[src/rtl/wrr_arbiter_if.sv]
// wrr_arbiter_if: FIFO status, pop strobes and mux select between the arbiter and its neighbours
interface wrr_arbiter_if;
   logic       enb;
   logic       stall;
   logic       empty_vchanel0;
   logic       empty_vchanel1;
   logic       empty_vchanel2;
   logic       empty_vchanel3;
   logic [1:0] arbiter;
   logic       pop_vchanel0;
   logic       pop_vchanel1;
   logic       pop_vchanel2;
   logic       pop_vchanel3;
   logic       valid_out;
   modport master (
      output enb, stall, empty_vchanel0, empty_vchanel1, empty_vchanel2, empty_vchanel3,
      input  arbiter, pop_vchanel0, pop_vchanel1, pop_vchanel2, pop_vchanel3, valid_out
   );
   modport slave (
      input  enb, stall, empty_vchanel0, empty_vchanel1, empty_vchanel2, empty_vchanel3,
      output arbiter, pop_vchanel0, pop_vchanel1, pop_vchanel2, pop_vchanel3, valid_out
   );
endinterface

[src/rtl/wrr_arbiter.sv]
// wrr_arbiter: weighted round-robin selection of four virtual-channel FIFOs with registered pops
module wrr_arbiter #(
   parameter int WEIGHT0 = 4,
   parameter int WEIGHT1 = 3,
   parameter int WEIGHT2 = 2,
   parameter int WEIGHT3 = 1
) (
   input logic         clk,
   input logic         rst,
   wrr_arbiter_if.slave bus
);
   localparam logic [3:0] W0M = (WEIGHT0 == 0) ? 4'd0 : 4'(WEIGHT0 - 1);
   localparam logic [3:0] W1M = (WEIGHT1 == 0) ? 4'd0 : 4'(WEIGHT1 - 1);
   localparam logic [3:0] W2M = (WEIGHT2 == 0) ? 4'd0 : 4'(WEIGHT2 - 1);
   localparam logic [3:0] W3M = (WEIGHT3 == 0) ? 4'd0 : 4'(WEIGHT3 - 1);
   logic [3:0] empty;
   logic [1:0] cur;
   logic [3:0] credit;
   logic [1:0] nxt;
   logic [1:0] gnt;
   logic [1:0] arb;
   logic [3:0] pop;
   logic [3:0] reload;
   logic       found;
   logic       keep;
   logic       valid;
   assign empty = {bus.empty_vchanel3, bus.empty_vchanel2, bus.empty_vchanel1, bus.empty_vchanel0};
   assign keep = !empty[cur] && credit != 4'd0;
   assign gnt = keep ? cur : nxt;
   assign reload = nxt == 2'd0 ? W0M : nxt == 2'd1 ? W1M : nxt == 2'd2 ? W2M : W3M;
   assign bus.arbiter = arb;
   assign bus.valid_out = valid;
   assign bus.pop_vchanel0 = pop[0];
   assign bus.pop_vchanel1 = pop[1];
   assign bus.pop_vchanel2 = pop[2];
   assign bus.pop_vchanel3 = pop[3];
   // first non-empty channel after cur, wrapping back to cur itself last
   always_comb begin
      found = 1'b0;
      nxt = cur;
      for (int k = 4; k >= 1; k--)
         if (!empty[cur + 2'(k)]) begin
            found = 1'b1;
            nxt = cur + 2'(k);
         end
   end
   // grant and turn bookkeeping; an idle cycle leaves the turn intact so it can resume
   always_ff @(posedge clk or negedge rst)
      if (!rst) begin
         cur <= 2'd3;
         credit <= 4'd0;
         arb <= 2'd0;
         pop <= 4'd0;
         valid <= 1'b0;
      end else if (!bus.enb || bus.stall || !found) begin
         pop <= 4'd0;
         valid <= 1'b0;
      end else begin
         cur <= gnt;
         credit <= keep ? credit - 4'd1 : reload;
         arb <= gnt;
         pop <= 4'b0001 << gnt;
         valid <= 1'b1;
      end
endmodule

[src/flat_wrapper.sv]
// flat-port wrapper written by rule: the top's interface ports become plain ports
module wrr_arbiter_flat 
#(
   parameter int WEIGHT0 = 4,
   parameter int WEIGHT1 = 3,
   parameter int WEIGHT2 = 2,
   parameter int WEIGHT3 = 1
)
  (clk, rst, bus_enb, bus_stall, bus_empty_vchanel0, bus_empty_vchanel1, bus_empty_vchanel2, bus_empty_vchanel3, bus_arbiter, bus_pop_vchanel0, bus_pop_vchanel1, bus_pop_vchanel2, bus_pop_vchanel3, bus_valid_out);
  wrr_arbiter_if bus_i ();
  input logic clk;
  input logic rst;
  input wire logic [$bits(bus_i.enb)-1:0] bus_enb;
  input wire logic [$bits(bus_i.stall)-1:0] bus_stall;
  input wire logic [$bits(bus_i.empty_vchanel0)-1:0] bus_empty_vchanel0;
  input wire logic [$bits(bus_i.empty_vchanel1)-1:0] bus_empty_vchanel1;
  input wire logic [$bits(bus_i.empty_vchanel2)-1:0] bus_empty_vchanel2;
  input wire logic [$bits(bus_i.empty_vchanel3)-1:0] bus_empty_vchanel3;
  output wire logic [$bits(bus_i.arbiter)-1:0] bus_arbiter;
  output wire logic [$bits(bus_i.pop_vchanel0)-1:0] bus_pop_vchanel0;
  output wire logic [$bits(bus_i.pop_vchanel1)-1:0] bus_pop_vchanel1;
  output wire logic [$bits(bus_i.pop_vchanel2)-1:0] bus_pop_vchanel2;
  output wire logic [$bits(bus_i.pop_vchanel3)-1:0] bus_pop_vchanel3;
  output wire logic [$bits(bus_i.valid_out)-1:0] bus_valid_out;
  assign bus_i.enb = bus_enb;
  assign bus_i.stall = bus_stall;
  assign bus_i.empty_vchanel0 = bus_empty_vchanel0;
  assign bus_i.empty_vchanel1 = bus_empty_vchanel1;
  assign bus_i.empty_vchanel2 = bus_empty_vchanel2;
  assign bus_i.empty_vchanel3 = bus_empty_vchanel3;
  assign bus_arbiter = bus_i.arbiter;
  assign bus_pop_vchanel0 = bus_i.pop_vchanel0;
  assign bus_pop_vchanel1 = bus_i.pop_vchanel1;
  assign bus_pop_vchanel2 = bus_i.pop_vchanel2;
  assign bus_pop_vchanel3 = bus_i.pop_vchanel3;
  assign bus_valid_out = bus_i.valid_out;
  wrr_arbiter #(.WEIGHT0(WEIGHT0), .WEIGHT1(WEIGHT1), .WEIGHT2(WEIGHT2), .WEIGHT3(WEIGHT3)) u_core (.clk(clk), .rst(rst), .bus(bus_i));
endmodule
[config.mk]
export PLATFORM = sky130hd
export DESIGN_NAME = wrr_arbiter_flat
export DESIGN_NICKNAME = d
export VERILOG_FILES = /design/src/rtl/wrr_arbiter_if.sv /design/src/rtl/wrr_arbiter.sv /design/src/flat_wrapper.sv
export SDC_FILE = /design/constraint.sdc
export NUM_CORES = 1
export LEC_CHECK = 0
export BUFFER_PORTS_ARGS = -buffer_cell sky130_fd_sc_hd__buf_2
export CAP_MARGIN = 20
export CORE_MARGIN = 5
export CORE_UTILIZATION = 52
export CTS_CLUSTER_SIZE = 30
export DETAILED_ROUTE_END_ITERATION = 10
export PLACE_DENSITY = 0.76
export SLEW_MARGIN = 30
export SYNTH_ARGS = -nofsm -noshare
export SYNTH_HDL_FRONTEND = slang
export SYNTH_SLANG_ARGS = --single-unit
[constraint.sdc]
create_clock -name clk -period 2.8 [get_ports clk]
set_clock_uncertainty 0.05 [all_clocks]
set_input_delay 0.42 -clock clk [delete_from_list [all_inputs] [get_ports clk]]
set_output_delay 0.42 -clock clk [all_outputs]
set_load 0.03 [all_outputs]
==> results of run 1 <==
==> cells in the final DEF, fill, tap and decap left out, types with 2 or more instances in the layout <==
cell / instances
a21oi_1: 3
or3b_2: 2
dfstp_2: 2
inv_1: 3
clkbuf_4: 3
o2bb2ai_1: 2
mux2i_1: 3
nor2b_1: 3
dfrtp_1: 11
o21ai_0: 5
buf_2: 14
nor2_1: 2
nand2_1: 5
==> power by group through the flow <==
stage	combinational (mW)	sequential (mW)	clock, mW
after CTS	0.513	0.362	0.123
after global routing	0.561	0.380	0.135
final	0.511	0.363	0.123
after floorplan	0.404	0.373	0
after global placement	0.496	0.360	0
after detailed placement	0.511	0.365	0
==> cell type report <==
type	instances	area (um2)	area share
multi-input combinational	51	412	0.468
tap	15	18.8	0.0213
timing repair buffer	15	80.1	0.0910
clock buffer	4	26.3	0.0299
inverter	4	15.0	0.0171
sequential	13	328	0.373
==> worst paths after layout <==
check	startpoint	to	slack [ns]
max reg2reg	u_core.cur[1]$_DFFE_PN1P_	u_core.credit[3]$_DFFE_PN0P_	0.57
max in group asynchronous	rst	u_core.cur[0]$_DFFE_PN1P_	1.94
min	u_core.bus.arbiter[1]$_DFFE_PN0P_	u_core.bus.arbiter[1]$_DFFE_PN0P_	0.45
min in group asynchronous	rst	u_core.credit[2]$_DFFE_PN0P_	0.47
min reg2reg	u_core.bus.arbiter[1]$_DFFE_PN0P_	u_core.bus.arbiter[1]$_DFFE_PN0P_	0.45
max	u_core.cur[1]$_DFFE_PN1P_	u_core.credit[3]$_DFFE_PN0P_	0.57
==> state kept, by name, summed over array words and instances, names as in the netlist <==
| register | flops |
|---|---|
| u_core.pop | 4 |
| u_core.bus.valid_out | 1 |
| u_core.cur | 2 |
| u_core.bus.arbiter | 2 |
| u_core.credit | 4 |
==> cell families (layout without fill, tap and decap cells) <==
family / Yosys count / after routing / synth area share
compound gates: 21 / 21 / 0.227
simple gates: 21 / 21 / 0.164
xor+xnor: 3 / 3 / 0.0438
fa+ha+maj: 1 / 1 / 0.0162
buf+inv: 6 / 23 / 0.0406
mux: 5 / 5 / 0.0828
flops: 13 / 13 / 0.425
==> critical path: stages (launching register included) <==
cell and delay, ns:
dfstp_2 0.64, mux4_2 0.54, o21ba_4 0.30, nand2_2 0.07, or4_1 0.39, o21ai_1 0.16
==> metal layers <==
| metal | track usage | routed length, um | up-vias |
|---|---|---|---|
| met2 | 0.239 | 756 | 7 |
| met4 | 0.103 | 45 | 0 |
| li1 | - | - | 296 |
| met5 | 0 | 0 | - |
| met3 | 0.0306 | 46 | 5 |
| met1 | 0.178 | 673 | 299 |
==> stage by stage <==
step                      hold slack (ns)  cell area, um2
after CTS                           0.454             880
after detailed placement            0.269             843
after global routing                0.499             880
after global placement              0.263             843
after floorplan                    0.0744             771
final                               0.447             880
==> key figures, run 1 <==
Clock tree
  • Worst skew pair latency: between 0.2 and 0.3 ns
  • # clock sinks: 13
  • CTS tree: done
  • Post-CTS setup buffers: 0
  • Deepest clock path buffer count: 2
  • Clock Pin Slew Worst Setup and Hold Paths: ~0.09 ns
  • Num CTS Buffers: 3
  • Post-cts resize count: 0
  • Hold-fix buffers at CTS: 1
  • Root buffer cell: clkbuf_4
  • H-tree depth: 1

Worst setup path
  • R2r worst-path depth: 5
  • Critical path required time: 2.97 ns
  • CP Class: reg2reg
  • Crit path DAT: about 2.4 ns
  • Crit-path max FO: 7
  • Crit start category: register
  • CP Capture Type: register

Synthesis
  • Yosys top cell area share: 0.357
  • Post-synthesis sequential area ratio: 0.425
  • Top cells by count, synth: 11 x dfrtp_1, 5 x nand2_1, 5 x o21ai_0
  • Net Count, Synth: a little under 80
  • Mapped Cells: 70
  • Syn_area_per_cell: 11.0 um2
  • Post-synth top flop: dfrtp_1
  • Library cells used by synthesis: 40
  • Mapped cell area: between 700 and 800 um2
  • Yosys top cell by area: dfrtp_1
  • Syn. warnings: 0
  • Post-synth EDFFs: 0
  • Asr flop ratio synth: 1.00
  • #FFs+latches synth: 13
  • Most area-consuming cells after synthesis: dfrtp_1 36%, dfstp_2 6.8%, mux2i_1 3.9%
  • Count leader, synth: dfrtp_1

STA
  • Final setup viols: 0
  • Worst setup margin: 0.566 ns
  • Final Hold Fails: 0
  • Setup TNS: 0 ns
  • Slew margin rel.: 0.704
  • Minimum clock period: approximately 2.2 ns
  • Fmax: ~450 MHz
  • Unrepaired setup endpoints after global routing: false
  • Final Max Tran Viols: 0
  • Period utilization: 0.798
  • Slew of the pin with the lowest slew margin: between 0.4 and 0.5 ns

Global route
  • Vias in the first global route: roughly 620
  • Largest net degree at the start of global routing: 15
  • Gr usage total: 0.150
  • Total gr overflow: 0
  • First-pass GRT wire length: around 2.8 mm
  • Antenna violations before repair: 0

Power and ir drop
  • Sw power: roughly 0.43 mW
  • Sw Share: 0.433
  • Tot Pwr: around 1 mW
  • Combinational group share of total power: 0.513
  • PD cells: ~1100 nW/um2
  • Cell internal pwr: roughly 0.57 mW
  • Clock Power Share: 0.123
  • Sequential fraction of design power: 0.364
  • Peak VDD IR: slightly below 0.7 mV
  • Leak Pwr: ~0.4 nW

Final layout
  • Area grow syn2layout: 14.1%
  • # nets final: 97
  • Share of cells above drive strength 1: 0.356
  • # fillers: around 110
  • Diodes inserted: 0
  • Cell Count, Final, Fillers Out: between 100 and 150
  • Post-layout util: 0.652

Routing
  • Pre-Repair DR Iteration Count: 4
  • Routed WL per cell: 14.9 um
  • Via/cell ratio: approximately 6
  • Routed wire length: around 1.5 mm
  • Total vias in the final route: around 610
  • 1st-iter DRT viols: 15
  • DRC viols: 0
  • Antenna viol nets, final: 0

Placement
  • IO Port Bufs: 14
  • Placed cell count: 97
  • Pre-CTS setup slack: roughly 0.59 ns
  • Routability cong.: 0.797
  • DPL Wire Length: between 1 and 1.5 mm

Floorplan
  • Rows: 13
  • Initial core utilization: 0.571
  • Die Ht: 48.5 um
  • Die X: 48.5 um
  • Top-Level Pins: 15
  • Core box area: around 1400 um2
  • Die Area: approximately 2400 um2

Outcome
  • Status: complete, no violations

Flow run
  • Max-cap violation count: 0

Worst hold path
  • Hold crit path type: reg2reg
  • Worst hold path depth: 1
Power figures use the tool's default switching activity.
==> run 2: changes to the inputs <==
- ABC_AREA: not set -> 1
- CORE_UTILIZATION: 52 -> 49
- PLACE_DENSITY: 0.76 -> 0.74
- clock period: 2.8 -> 1.8 ns (I/O delays scaled with it)
==> run 2 against run 1 <==
Effect of this change: count of clock-buffer cells in the layout unchanged; largest power group unchanged; via count rose by 28%; core utilization fell by 4.6 points; highest routed layer is now met3; die area grew 18%.
==> key figures, run 2 <==
Worst setup path
  • Crit start category: register
  • Crit path DAT: ~1.8 ns
  • Critical-path top delay cell: dfstp_2
  • Top delay family on crit path: simple AND/OR/NAND/NOR gates
  • Critical path required time: 1.91 ns
  • CP max stage delay: 0.56 ns
  • Crit-path max FO: 9
  • CP Capture Type: register
  • CP Cell Sequence: clkbuf_2 -> nand2_1 -> and2_4 -> a21oi_2 -> nand3_2 -> nand2_4 -> inv_4 -> nand3_1 -> nand2_1
  • Crit path top cell by count: nand2_1
  • CP Class: reg2reg
  • WP buf/inv: 2

Clock tree
  • Worst skew pair latency: around 0.27 ns
  • Clock Pin Slew Worst Setup and Hold Paths: ~0.070 ns
  • # clock sinks: 13
  • Root buffer cell: clkbuf_4
  • Deepest clock path buffer count: 2
  • Post-cts resize count: 0
  • Num CTS Buffers: 3
  • CTS tree: done
  • H-tree depth: 1

Floorplan
  • Rows: 15
  • Initial core utilization: 0.518
  • Die Ht: 52.7 um
  • Die X: ~53 um
  • Core box area: 1730 um2
  • Top-Level Pins: 15
  • Die Area: about 2800 um2

Synthesis
  • Mapped Cells: roughly 110
  • #FFs+latches synth: 13
  • Library cells used by synthesis: 24
  • Net Count, Synth: between 100 and 150
  • Count leader, synth: nand2_1
  • Asr flop ratio synth: 1.00
  • Mapped cell area: approximately 890 um2
  • Most area-consuming cells after synthesis: dfrtp_1 31%, nand2_1 14%, nand2_2 13%
  • Post-synth top flop: dfrtp_1
  • Syn_area_per_cell: approximately 8 um2
  • Post-synth EDFFs: 0
  • Post-synthesis sequential area ratio: 0.366
  • Syn. warnings: 0
  • Yosys top cell by area: dfrtp_1
  • Top cells by count, synth: 33 x nand2_1, 18 x nand2_2, 11 x dfrtp_1
  • Yosys top cell area share: 0.308

Routing
  • 1st-iter DRT viols: 10
  • Via/cell ratio: between 4 and 5
  • DRC viols: 0
  • Antenna viol nets, final: 0
  • Routed WL per cell: approximately 11 um
  • Routed wire length: 1.79 mm
  • Total vias in the final route: a little under 800
  • Pre-Repair DR Iteration Count: 4

STA
  • Fmax: a little under 600 MHz
  • Slew of the pin with the lowest slew margin: around 0.28 ns
  • Period utilization: 0.939
  • Minimum clock period: 1.69 ns
  • Worst hold margin: about 0.33 ns
  • Worst setup margin: between 0.1 and 0.15 ns
  • Final setup viols: 0
  • Final Hold Fails: 0
  • Unrepaired setup endpoints after global routing: false
  • Final Max Tran Viols: 0
  • Slew margin rel.: 0.813
  • Setup TNS: 0 ns

Placement
  • Pre-CTS setup slack: between 0.08 and 0.09 ns
  • IO Port Bufs: 14
  • Routability cong.: ~0.83
  • DPL Wire Length: between 1 and 1.5 mm

Global route
  • M1 GR Usage: 0.179
  • Busiest grt layer: met2
  • M3 GR Usage: 0.0627
  • First-pass GRT wire length: about 3.0 mm
  • Total gr overflow: 0
  • Largest net degree at the start of global routing: 14
  • Vias in the first global route: 732
  • Met2 GRT Util: 0.244
  • Antenna violations before repair: 0
  • Gr usage total: 0.147

Final layout
  • Share of cells above drive strength 1: 0.403
  • Diodes inserted: 0
  • # fillers: 160
  • Commonest non-fill, non-tap cell in the layout: nand2_1
  • Commonest non-fill, non-tap cells in the layout: 33 x nand2_1, 18 x nand2_2, 14 x buf_2
  • # nets final: 144
  • Post-layout util: 0.606
  • Biggest regs: u_core.credit: 4 flops, u_core.pop: 4 flops
  • Area grow syn2layout: 16.9%

Power and ir drop
  • PD cells: 2060 nW/um2
  • Peak VDD IR: around 1.1 mV
  • Leak Pwr: between 0.5 and 0.6 nW

Worst hold path
  • Hold crit path type: in2reg

Flow run
  • Max-cap violation count: 0

Outcome
  • Status: complete, no violations
## run 2: cell types whose count changed in the layout (fill, tap and decap cells not counted), moves of 2 or more
| cell | before | now |
|---|---|---|
| o21ai_0 | 5 | 1 |
| or3b_2 | 2 | 0 |
| inv_4 | 0 | 2 |
| nor2_1 | 2 | 7 |
| nand2_1 | 5 | 33 |
| nand2_2 | 1 | 18 |
| nand2_4 | 0 | 4 |
| mux2i_1 | 3 | 0 |
| nand3_2 | 0 | 3 |
| o2bb2ai_1 | 2 | 0 |
| nor2b_1 | 3 | 0 |
| inv_1 | 3 | 6 |
| nand3_1 | 1 | 10 |
## run 2: through the flow
step                instances  total power, mW  instance area [um2]
floorplan                 114             1.66                  895
global placement          151             1.85                  977
detailed placement        151             1.89                  977
CTS                       156             2.07                 1010
global route              159             2.34                 1050
finish                    159             2.15                 1050
## run 2: layout make-up
type / count / area (um2) / share of cell area
flip-flops and latches: 13 / 328 / 0.313
repair buffers: 18 / 113 / 0.108
inverters: 10 / 50.0 / 0.0478
well taps: 25 / 31.3 / 0.0299
clock buffers: 4 / 26.3 / 0.0251
multi-input cells: 89 / 498 / 0.476
## run 2: timing repair
item                                   in CTS  in global routing
buffers inserted                            0                  3
setup endpoints to repair                   0                 11
endpoints found under the hold margin      11                  0
hold buffers                                1                  0
## run 2: power by group
part | internal (mW) | total (mW) | switching, mW
clock network | 0.0858 | 0.170 | 0.0840
logic | 0.502 | 1.46 | 0.954
registers | 0.433 | 0.525 | 0.0923
total | 1.02 | 2.15 | 1.13
## run 2: kinds of logic after synthesis
group           after synthesis  synth area share
fa+ha+maj                     1            0.0140
flops                        13             0.366
xor+xnor                      2            0.0196
simple gates                 77             0.463
compound gates                9            0.0601
buf+inv                      12            0.0769
## run 2: worst paths after layout
check | start | cells after the start | slack, ns | end
worst min register to register | u_core.bus.arbiter[0]$_DFFE_PN0P_ | 2 | 0.43 | u_core.bus.arbiter[0]$_DFFE_PN0P_
max in group asynchronous | rst | 2 | 1.08 | u_core.cur[0]$_DFFE_PN1P_
worst min-delay path | bus_stall | 4 | 0.33 | u_core.bus.valid_out$_DFF_PN0_
worst max-delay path | u_core.cur[0]$_DFFE_PN1P_ | 9 | 0.11 | u_core.bus.arbiter[1]$_DFFE_PN0P_
min in group asynchronous | rst | 2 | 0.35 | u_core.bus.arbiter[0]$_DFFE_PN0P_
worst max register to register | u_core.cur[0]$_DFFE_PN1P_ | 9 | 0.11 | u_core.bus.arbiter[1]$_DFFE_PN0P_
## run 2: tightest hold or removal path, stage by stage
cell	delay, ns
buf_2	0.08
nor2_1	0.06
nand2_4	0.12
inv_4	0.07
## run 2: routing by layer
| layer | vias up | share of wire |
|---|---|---|
| met5 | - | 0 |
| li1 | 403 | - |
| met1 | 357 | 0.45 |
| met3 | 0 | 0.057 |
| met2 | 16 | 0.49 |
| met4 | 0 | 0 |
